==> config.mk <==
export PLATFORM = sky130hd
export DESIGN_NAME = muxn_pipe
export DESIGN_NICKNAME = d
export VERILOG_FILES = /design/src/rtl/muxn_pkg.sv /design/src/rtl/muxn_comb.sv /design/src/rtl/muxn_pipe.sv
export SDC_FILE = /design/constraint.sdc
export NUM_CORES = 1
export LEC_CHECK = 0
export CORE_ASPECT_RATIO = 1.5
export CORE_MARGIN = 2
export CORE_UTILIZATION = 45
export CTS_BUF_LIST = sky130_fd_sc_hd__clkbuf_2 sky130_fd_sc_hd__clkbuf_4 sky130_fd_sc_hd__clkbuf_8
export CTS_CLUSTER_SIZE = 8
export DETAILED_ROUTE_END_ITERATION = 12
export HOLD_SLACK_MARGIN = 0.15
export MAX_ROUTING_LAYER = met4
export PLACE_DENSITY = 0.77
export SETUP_SLACK_MARGIN = 0.15
export SYNTH_ARGS = -nofsm -noshare
export SYNTH_HDL_FRONTEND = slang
export SYNTH_SLANG_ARGS = --single-unit
==> constraint.sdc <==
create_clock -name clk -period 1.77 [get_ports clk]
set_input_delay 0.531 -clock clk [delete_from_list [all_inputs] [get_ports clk]]
set_output_delay 0.531 -clock clk [all_outputs]
set_load 0.005 [all_outputs]
==> src/rtl/muxn_pkg.sv <==
// muxn_pkg -- shared types and helpers for the muxn_pipe slice.
//   muxn_state_e    : occupancy of the two-entry output buffer (EMPTY/HALF/FULL)
//   muxn_sel_width(): width of the select bus for a given input count,
//                     never less than one bit
package muxn_pkg;

  typedef enum logic [1:0] {
    EMPTY = 2'd0,  // no word held
    HALF  = 2'd1,  // OUT holds a word
    FULL  = 2'd2   // OUT and SKID both hold words
  } muxn_state_e;

  function automatic int muxn_sel_width(input int num_in);
    return (num_in <= 2) ? 1 : $clog2(num_in);
  endfunction

endpackage

==> src/rtl/muxn_comb.sv <==
// muxn_comb -- combinational N:1 word selector.
// Ports:
//   in_data  : NUM_IN packed words, word k at [k*DATA_WIDTH +: DATA_WIDTH]
//   sel      : word index
//   out_data : selected word, all zeros when sel >= NUM_IN
module muxn_comb
  import muxn_pkg::*;
#(
  parameter int  DATA_WIDTH = 32,
  parameter int  NUM_IN     = 3,
  localparam int SEL_WIDTH  = muxn_sel_width(NUM_IN)
) (
  input  logic [NUM_IN*DATA_WIDTH-1:0] in_data,
  input  logic [SEL_WIDTH-1:0]         sel,
  output logic [DATA_WIDTH-1:0]        out_data
);

  // Zero default covers out-of-range indices, so the output is never X.
  always_comb begin
    out_data = '0;
    for (int k = 0; k < NUM_IN; k++) begin
      if (int'(sel) == k) out_data = in_data[k*DATA_WIDTH +: DATA_WIDTH];
    end
  end

endmodule

==> src/rtl/muxn_pipe.sv <==
// muxn_pipe -- registered N:1 multiplexer with a two-entry skid buffer.
// Optional feature macro: MUXN_PIPE_SELERR_EN (adds the sticky sel_err output).
// Ports:
//   clk, rstn  : clock (rising edge) and asynchronous active-low reset
//   in_data    : NUM_IN packed words; sel picks one of them on accept
//   in_valid / in_ready   : upstream handshake
//   out_data / out_valid / out_ready : downstream handshake
//   dbg_state  : current buffer occupancy state
//   sel_err    : (macro only) set after accepting an out-of-range sel, sticky
//
// Handshake: a word transfers on a rising edge where valid && ready are both
// high; valid never depends on ready, and in_ready comes straight from a
// flop so out_ready has no combinational path to in_ready.
module muxn_pipe
  import muxn_pkg::*;
#(
  parameter int  DATA_WIDTH = 32,
  parameter int  NUM_IN     = 3,
  localparam int SEL_WIDTH  = muxn_sel_width(NUM_IN)
) (
  input  logic                         clk,
  input  logic                         rstn,
  input  logic [NUM_IN*DATA_WIDTH-1:0] in_data,
  input  logic [SEL_WIDTH-1:0]         sel,
  input  logic                         in_valid,
  output logic                         in_ready,
  output logic [DATA_WIDTH-1:0]        out_data,
  output logic                         out_valid,
  input  logic                         out_ready,
  output muxn_state_e                  dbg_state
`ifdef MUXN_PIPE_SELERR_EN
  ,
  output logic                         sel_err
`endif
);

  muxn_state_e           state_q, state_d;
  logic [DATA_WIDTH-1:0] out_q, skid_q, sel_word;
  logic                  in_ready_q;
  logic                  accept, consume;
  logic                  load_out, load_skid, skid_to_out;

  muxn_comb #(
    .DATA_WIDTH(DATA_WIDTH),
    .NUM_IN    (NUM_IN)
  ) u_comb (
    .in_data (in_data),
    .sel     (sel),
    .out_data(sel_word)
  );

  assign accept  = in_valid && in_ready_q;
  assign consume = (state_q != EMPTY) && out_ready;

  always_comb begin
    state_d     = state_q;
    load_out    = 1'b0;
    load_skid   = 1'b0;
    skid_to_out = 1'b0;
    case (state_q)
      EMPTY: begin
        if (accept) begin
          load_out = 1'b1;
          state_d  = HALF;
        end
      end
      HALF: begin
        if (accept && consume) begin
          load_out = 1'b1;
        end else if (accept) begin
          load_skid = 1'b1;
          state_d   = FULL;
        end else if (consume) begin
          state_d = EMPTY;
        end
      end
      FULL: begin
        // in_ready is low here, so only a consume can happen.
        if (consume) begin
          skid_to_out = 1'b1;
          state_d     = HALF;
        end
      end
      default: state_d = EMPTY;
    endcase
  end

  always_ff @(posedge clk or negedge rstn) begin
    if (!rstn) begin
      state_q    <= EMPTY;
      in_ready_q <= 1'b1;
      out_q      <= '0;
      skid_q     <= '0;
    end else begin
      state_q    <= state_d;
      // Registered copy of (state != FULL), computed one cycle early.
      in_ready_q <= (state_d != FULL);
      if (load_out)         out_q <= sel_word;
      else if (skid_to_out) out_q <= skid_q;
      if (load_skid) skid_q <= sel_word;
    end
  end

  assign in_ready  = in_ready_q;
  assign out_valid = (state_q != EMPTY);
  assign out_data  = out_q;
  assign dbg_state = state_q;

`ifdef MUXN_PIPE_SELERR_EN
  logic sel_err_q;

  always_ff @(posedge clk or negedge rstn) begin
    if (!rstn) begin
      sel_err_q <= 1'b0;
    end else if (accept && (int'(sel) >= NUM_IN)) begin
      sel_err_q <= 1'b1;
    end
  end

  assign sel_err = sel_err_q;
`endif

endmodule

* Word level (Yosys, flattened, before mapping)
Index checks and enable logic that the tools add are counted.
Operators by class: equality and inequality tests 5, multiplexer cells 18, reductions and logical operators 7
Operators by type and width (count):
- 32-bit two-way mux | 5
- 2-bit two-way mux | 5
- 2-bit == test, second input constant | 3
- 1-bit two-way mux | 6
- 2-bit case mux with 3 select lines | 1
- 2-bit logical NOT | 2
- 2-bit nonzero test | 2
- 1-bit logical AND | 3
- 2-bit by 1-bit == test with 1-bit output, second input constant | 1
- 2-bit != test, second input constant | 1
- 1-bit case mux with 2 select lines | 1
Word-level totals: register bits after elaboration 67, output and inout bits 36, word-level logic and storage cells 34

* Longest topological paths before layout
Gate-level depths: netlist of run 1.
word-level depth 7, mapped depth 7, gate-level depth less buffers 4

* Hierarchy
From an unflattened synthesis of run 1, not the netlist that was laid out.
Second synthesis, totals: cells, all modules 269, area total of the unflattened synthesis 3716.1 um^2
By module, submodules not included:
- muxn_pipe | instances 1, cells each 192, area each 2929.1 um^2, sequential area each 1677.9 um^2
- muxn_comb | instances 1, cells each 77, area each 787.0 um^2, sequential area each 0.0 um^2

* Least setup slack after synthesis of run 1
OpenSTA, ideal clock, no wires.
path type input to register, from input port sel[1], to register out_q[2] (netlist: out_data[2]), setup time 121 ps, data arrival time 1365 ps, data required time 1649 ps, path slack 285 ps, stages on the path 7, buffers on the path 3, path through buf_6 nor2b_4 buf_6 buf_12 a2bb2oi_1 and2_0 o21ai_1
Between the ends: word-level cells in the longest chain between the ends 5, elaborated cells between the ends (all ways) 7, those cells by class 2 x eq/ne; 4 x mux; 1 x reduce/logical
Ends and longest elaborated chain:
- start: declaration | RTL line muxn_pipe.sv:24 | input logic [SEL_WIDTH-1:0] sel,
- 2-bit logical NOT | RTL line muxn_comb.sv:22 | if (int'(sel) == k) out_data = in_data[k*DATA_WIDTH +: DATA_WIDTH];
- 32-bit two-way mux (2 in a row) | RTL line muxn_comb.sv:22
- 32-bit two-way mux (*) | RTL line muxn_comb.sv:22
- 32-bit two-way mux (*) | RTL line muxn_pipe.sv:98 | if (load_out) out_q <= sel_word;
- end signal: assignment | RTL line muxn_pipe.sv:98
- end signal: assignment | RTL line muxn_pipe.sv:99 | else if (skid_to_out) out_q <= skid_q;
- end: declaration | RTL line muxn_pipe.sv:38 | logic [DATA_WIDTH-1:0] out_q, skid_q, sel_word;
Mark *: on every way between the ends. The rest lies on a longest branch, timed or not. A chain may end at the register's enable or synchronous reset.

* Worst setup path after layout of run 1
from register in_ready_q (netlist: in_ready), to register skid_q[28]
Between the ends: word-level cells in the longest chain between the ends 4, elaborated cells between the ends (all ways) 5, those cells by class 3 x mux; 2 x reduce/logical
Ends and longest elaborated chain:
- start: declaration | RTL line muxn_pipe.sv:39 | logic in_ready_q;
- start signal: assignment | RTL line muxn_pipe.sv:97 | in_ready_q <= (state_d != FULL);
- 1-bit logical AND (*) | RTL line muxn_pipe.sv:52 | assign accept = in_valid && in_ready_q;
- 1-bit two-way mux or 1-bit logical AND (tied branches) | RTL line muxn_pipe.sv:70, muxn_pipe.sv:68
- 1-bit two-way mux (*) | RTL line muxn_pipe.sv:68 | if (accept && consume) begin
- 1-bit two-way mux (*) | RTL line muxn_pipe.sv:60 | case (state_q)
- end signal: assignment | RTL line muxn_pipe.sv:100 | if (load_skid) skid_q <= sel_word;
- end: declaration | RTL line muxn_pipe.sv:38
Marks and branches as above.

==> results of run 1 <==
==> placed cells by master (no fill, tap or decap), types with 5 or more instances in the layout <==
cell	Yosys	layout
mux2i_1	33	33
clkdlybuf4s50_1	0	96
buf_4	3	19
buf_12	3	12
nand2_1	33	33
a21oi_2	28	28
dlygate4sd2_1	0	34
a2bb2oi_2	28	28
nor2_2	0	6
a21oi_1	5	5
and2_1	31	31
dfrtp_1	66	66
o21ai_1	32	42
o21ai_2	0	21
clkbuf_8	0	10
nor2_1	34	28
buf_6	11	9
==> worst max-delay path, delay by kind of cell (launching register included) <==
kind | cells | cell delay (ps)
flops | 1 | 550
buf+inv | 3 | 500
simple gates | 3 | 450
compound gates | 1 | 110
==> worst paths after layout <==
path,startpoint,end,depth (start not counted)
max in group asynchronous,rstn,skid_q[28]$_DFFE_PN0P_,2
max,in_ready$_DFF_PN1_,skid_q[28]$_DFFE_PN0P_,7
max reg2reg,in_ready$_DFF_PN1_,skid_q[28]$_DFFE_PN0P_,7
min in group clk,out_data[20]$_DFFE_PN0P_,out_data[20]$_DFFE_PN0P_,2
min,rstn,dbg_state[0]$_DFF_PN0_,2
min reg2reg,out_data[20]$_DFFE_PN0P_,out_data[20]$_DFFE_PN0P_,2
==> registers in the layout (all words and copies together) (netlist names) <==
register   cells
dbg_state      2
in_ready       1
out_data      32
skid_q        32
==> synthesized netlist by cell type (all sizes together) <==
master and n:
nand3 1, inv 1, a2bb2oi 32, and3 1, o211ai 1, nor2 35
nand3b 2, clkbuf 3, buf 29, nand4bb 1, nor2b 2, and2 32
nor3b 1, mux2i 33, or2 2, dfrtp 66, nand4b 1, dfstp 1
nand2 33, o21ai 64, a21oi 33
==> power by group <==
part / internal (mW) / switching [mW]
clock network: 0.831 / 0.619
logic: 2.14 / 1.79
registers: 2.30 / 0.496
==> cell families after synthesis <==
| kind of cell | after synthesis | synth area share |
|---|---|---|
| AND/OR/NAND/NOR | 111 | 0.144 |
| multiplexers | 33 | 0.0838 |
| buffers and inverters | 33 | 0.0790 |
| flip-flops | 67 | 0.426 |
| AO/OA/AOI/OAI | 130 | 0.267 |
==> per-layer routing <==
layer | vias up | routed length, um | global-route usage
met1 | 1706 | 4080 | 0.247
met5 | - | 0 | -
met2 | 126 | 6670 | 0.402
met4 | 0 | 299 | 0.0964
met3 | 27 | 539 | 0.0305
li1 | 1646 | - | -
==> stage by stage <==
| stage | setup slack, ps | hold slack [ps] | std cells | total power [mW] | cell area, um^2 |
|---|---|---|---|---|---|
| 2_1_floorplan | 285 | 235 | 374 | 4.45 | 3940 |
| 3_3_place_gp | -222 | 469 | 607 | 5.87 | 5410 |
| 3_5_place_dp | -251 | 475 | 607 | 6.01 | 5410 |
| 4_1_cts | 112 | 210 | 635 | 7.51 | 5770 |
| 5_1_grt | 10.6 | 224 | 648 | 8.66 | 6080 |
| 6_report | 80.0 | 180 | 648 | 8.17 | 6080 |
==> cell type report <==
type / instances / area, um^2
clock buffer: 10 / 138
timing repair buffer: 183 / 1950
multi-input combinational: 274 / 2090
fill: 623 / 2380
clock inverter: 6 / 88.8
inverter: 1 / 3.75
sequential: 67 / 1680
tap: 107 / 134
==> timing repair <==
item | in CTS | in global routing
pin swaps | 0 | 32
setup buffers | 10 | 7
endpoints found under the setup margin | 86 | 59
cloned | 2 | 6
gates resized for setup | 49 | 71
==> flow_summary.json, run 1 <==
{
  "status": "complete, no violations",
  "setup_viol": 0,
  "synth.net_count": 476,
  "num_rows": 41,
  "root_buffer": "clkbuf_8",
  "cts_sinks": 67,
  "finalClockSkew_ps": 9.23,
  "post-route-util": 0.718,
  "wl_um": 11600,
  "synth_area_per_cell_um2": 10.5,
  "peakVddDrop_mv": 0.784,
  "grtUsageTotal": 0.226,
  "gp_congestion": 0.820,
  "grt_overflow": 0,
  "crit_chain": "buf_6 > nand3b_4 > nor3b_4 > buf_6 > clkbuf_16 > nor2_1 > a21oi_2",
  "core_area_mm2": 0.00846,
  "dieArea_mm2": 0.00954,
  "rsz0062_at_grt": "true",
  "crit_type": "register to register",
  "vias": 3505,
  "yosysSeqAreaShare": 0.426,
  "firstDrtPassIters": 4,
  "finalCritPeriodShare": 0.955,
  "numCtsBuffers": 9,
  "drtIter0Drc": 203,
  "setup_tns_ps": 0,
  "r2r_slack_ps": 80,
  "wl_per_cell_um": 17.9,
  "io_pins": 138,
  "maxCapViolations": 0,
  "clk_pin_slew_ps": 70,
  "syn_inst": 374,
  "worst_path_max_delay_cell": "dfstp_2",
  "synth_top_area_share": 0.419,
  "vias_per_cell": 5.41,
  "diodes": 0,
  "max_stage_delay_ps": 550,
  "fp.dieW_um": 80.4,
  "synth_cell_types": 32,
  "synth-seq-cells": 67,
  "p_leak_nw": 2.59,
  "grt_pass1_vias": 3444,
  "holdBufCountCts": 0,
  "grt_pass1_wl_um": 16300,
  "crit_path_max_fanout": 6,
  "die_h_um": 119,
  "period_needed_ps": 1690,
  "p_per_area_mw_per_mm2": 1340,
  "antenna_found_initial": 0,
  "crit_path_end_kind": "register",
  "cp.required_ps": 2040,
  "hold_path.class": "primary input to asynchronous set/reset pin",
  "critPathMostFrequentCell": "buf_6",
  "final_nets": 638,
  "start_util": 0.466,
  "syn_area_mm2": 0.00394,
  "drc": 0,
  "syn_to_final_growth_pct": 54.2,
  "synth_warnings": 0,
  "hold_viol_final": 0,
  "yosys.area.top_type": "dfrtp_1",
  "slew_headroom": 0.748,
  "drv_slew": 0,
  "h-tree-depth": 3,
  "drive_gt1_frac": 0.299,
  "cts_buffer_depth": 2,
  "clk_latency_ps": 350,
  "worst_pin_slew_ps": 378,
  "ant_nets": 0,
  "portBuffers": 137,
  "dp_hpwl_um": 7030,
  "cts_tree": "built",
  "synth_area_leaders": "dfrtp_1 42%, a2bb2oi_2 11%, mux2i_1 8.4%, a21oi_2 6.2%, and2_1 4.9%",
  "fmax_ghz": 0.592,
  "arrival_ps": 1960,
  "critPathLaunchType": "register",
  "grt_max_degree": 68
}
(Power assumes the default switching activity.)
==> inputs of run 2 (changes only) <==
--- a/config.mk
+++ b/config.mk
@@ -9,7 +9,6 @@
 export CORE_MARGIN = 2
 export CORE_UTILIZATION = 45
 export CTS_BUF_LIST = sky130_fd_sc_hd__clkbuf_2 sky130_fd_sc_hd__clkbuf_4 sky130_fd_sc_hd__clkbuf_8
-export CTS_CLUSTER_SIZE = 8
 export DETAILED_ROUTE_END_ITERATION = 12
 export HOLD_SLACK_MARGIN = 0.15
 export MAX_ROUTING_LAYER = met4
==> results of run 2 <==
Final layout, timing and power as in run 1 (identical DEF).
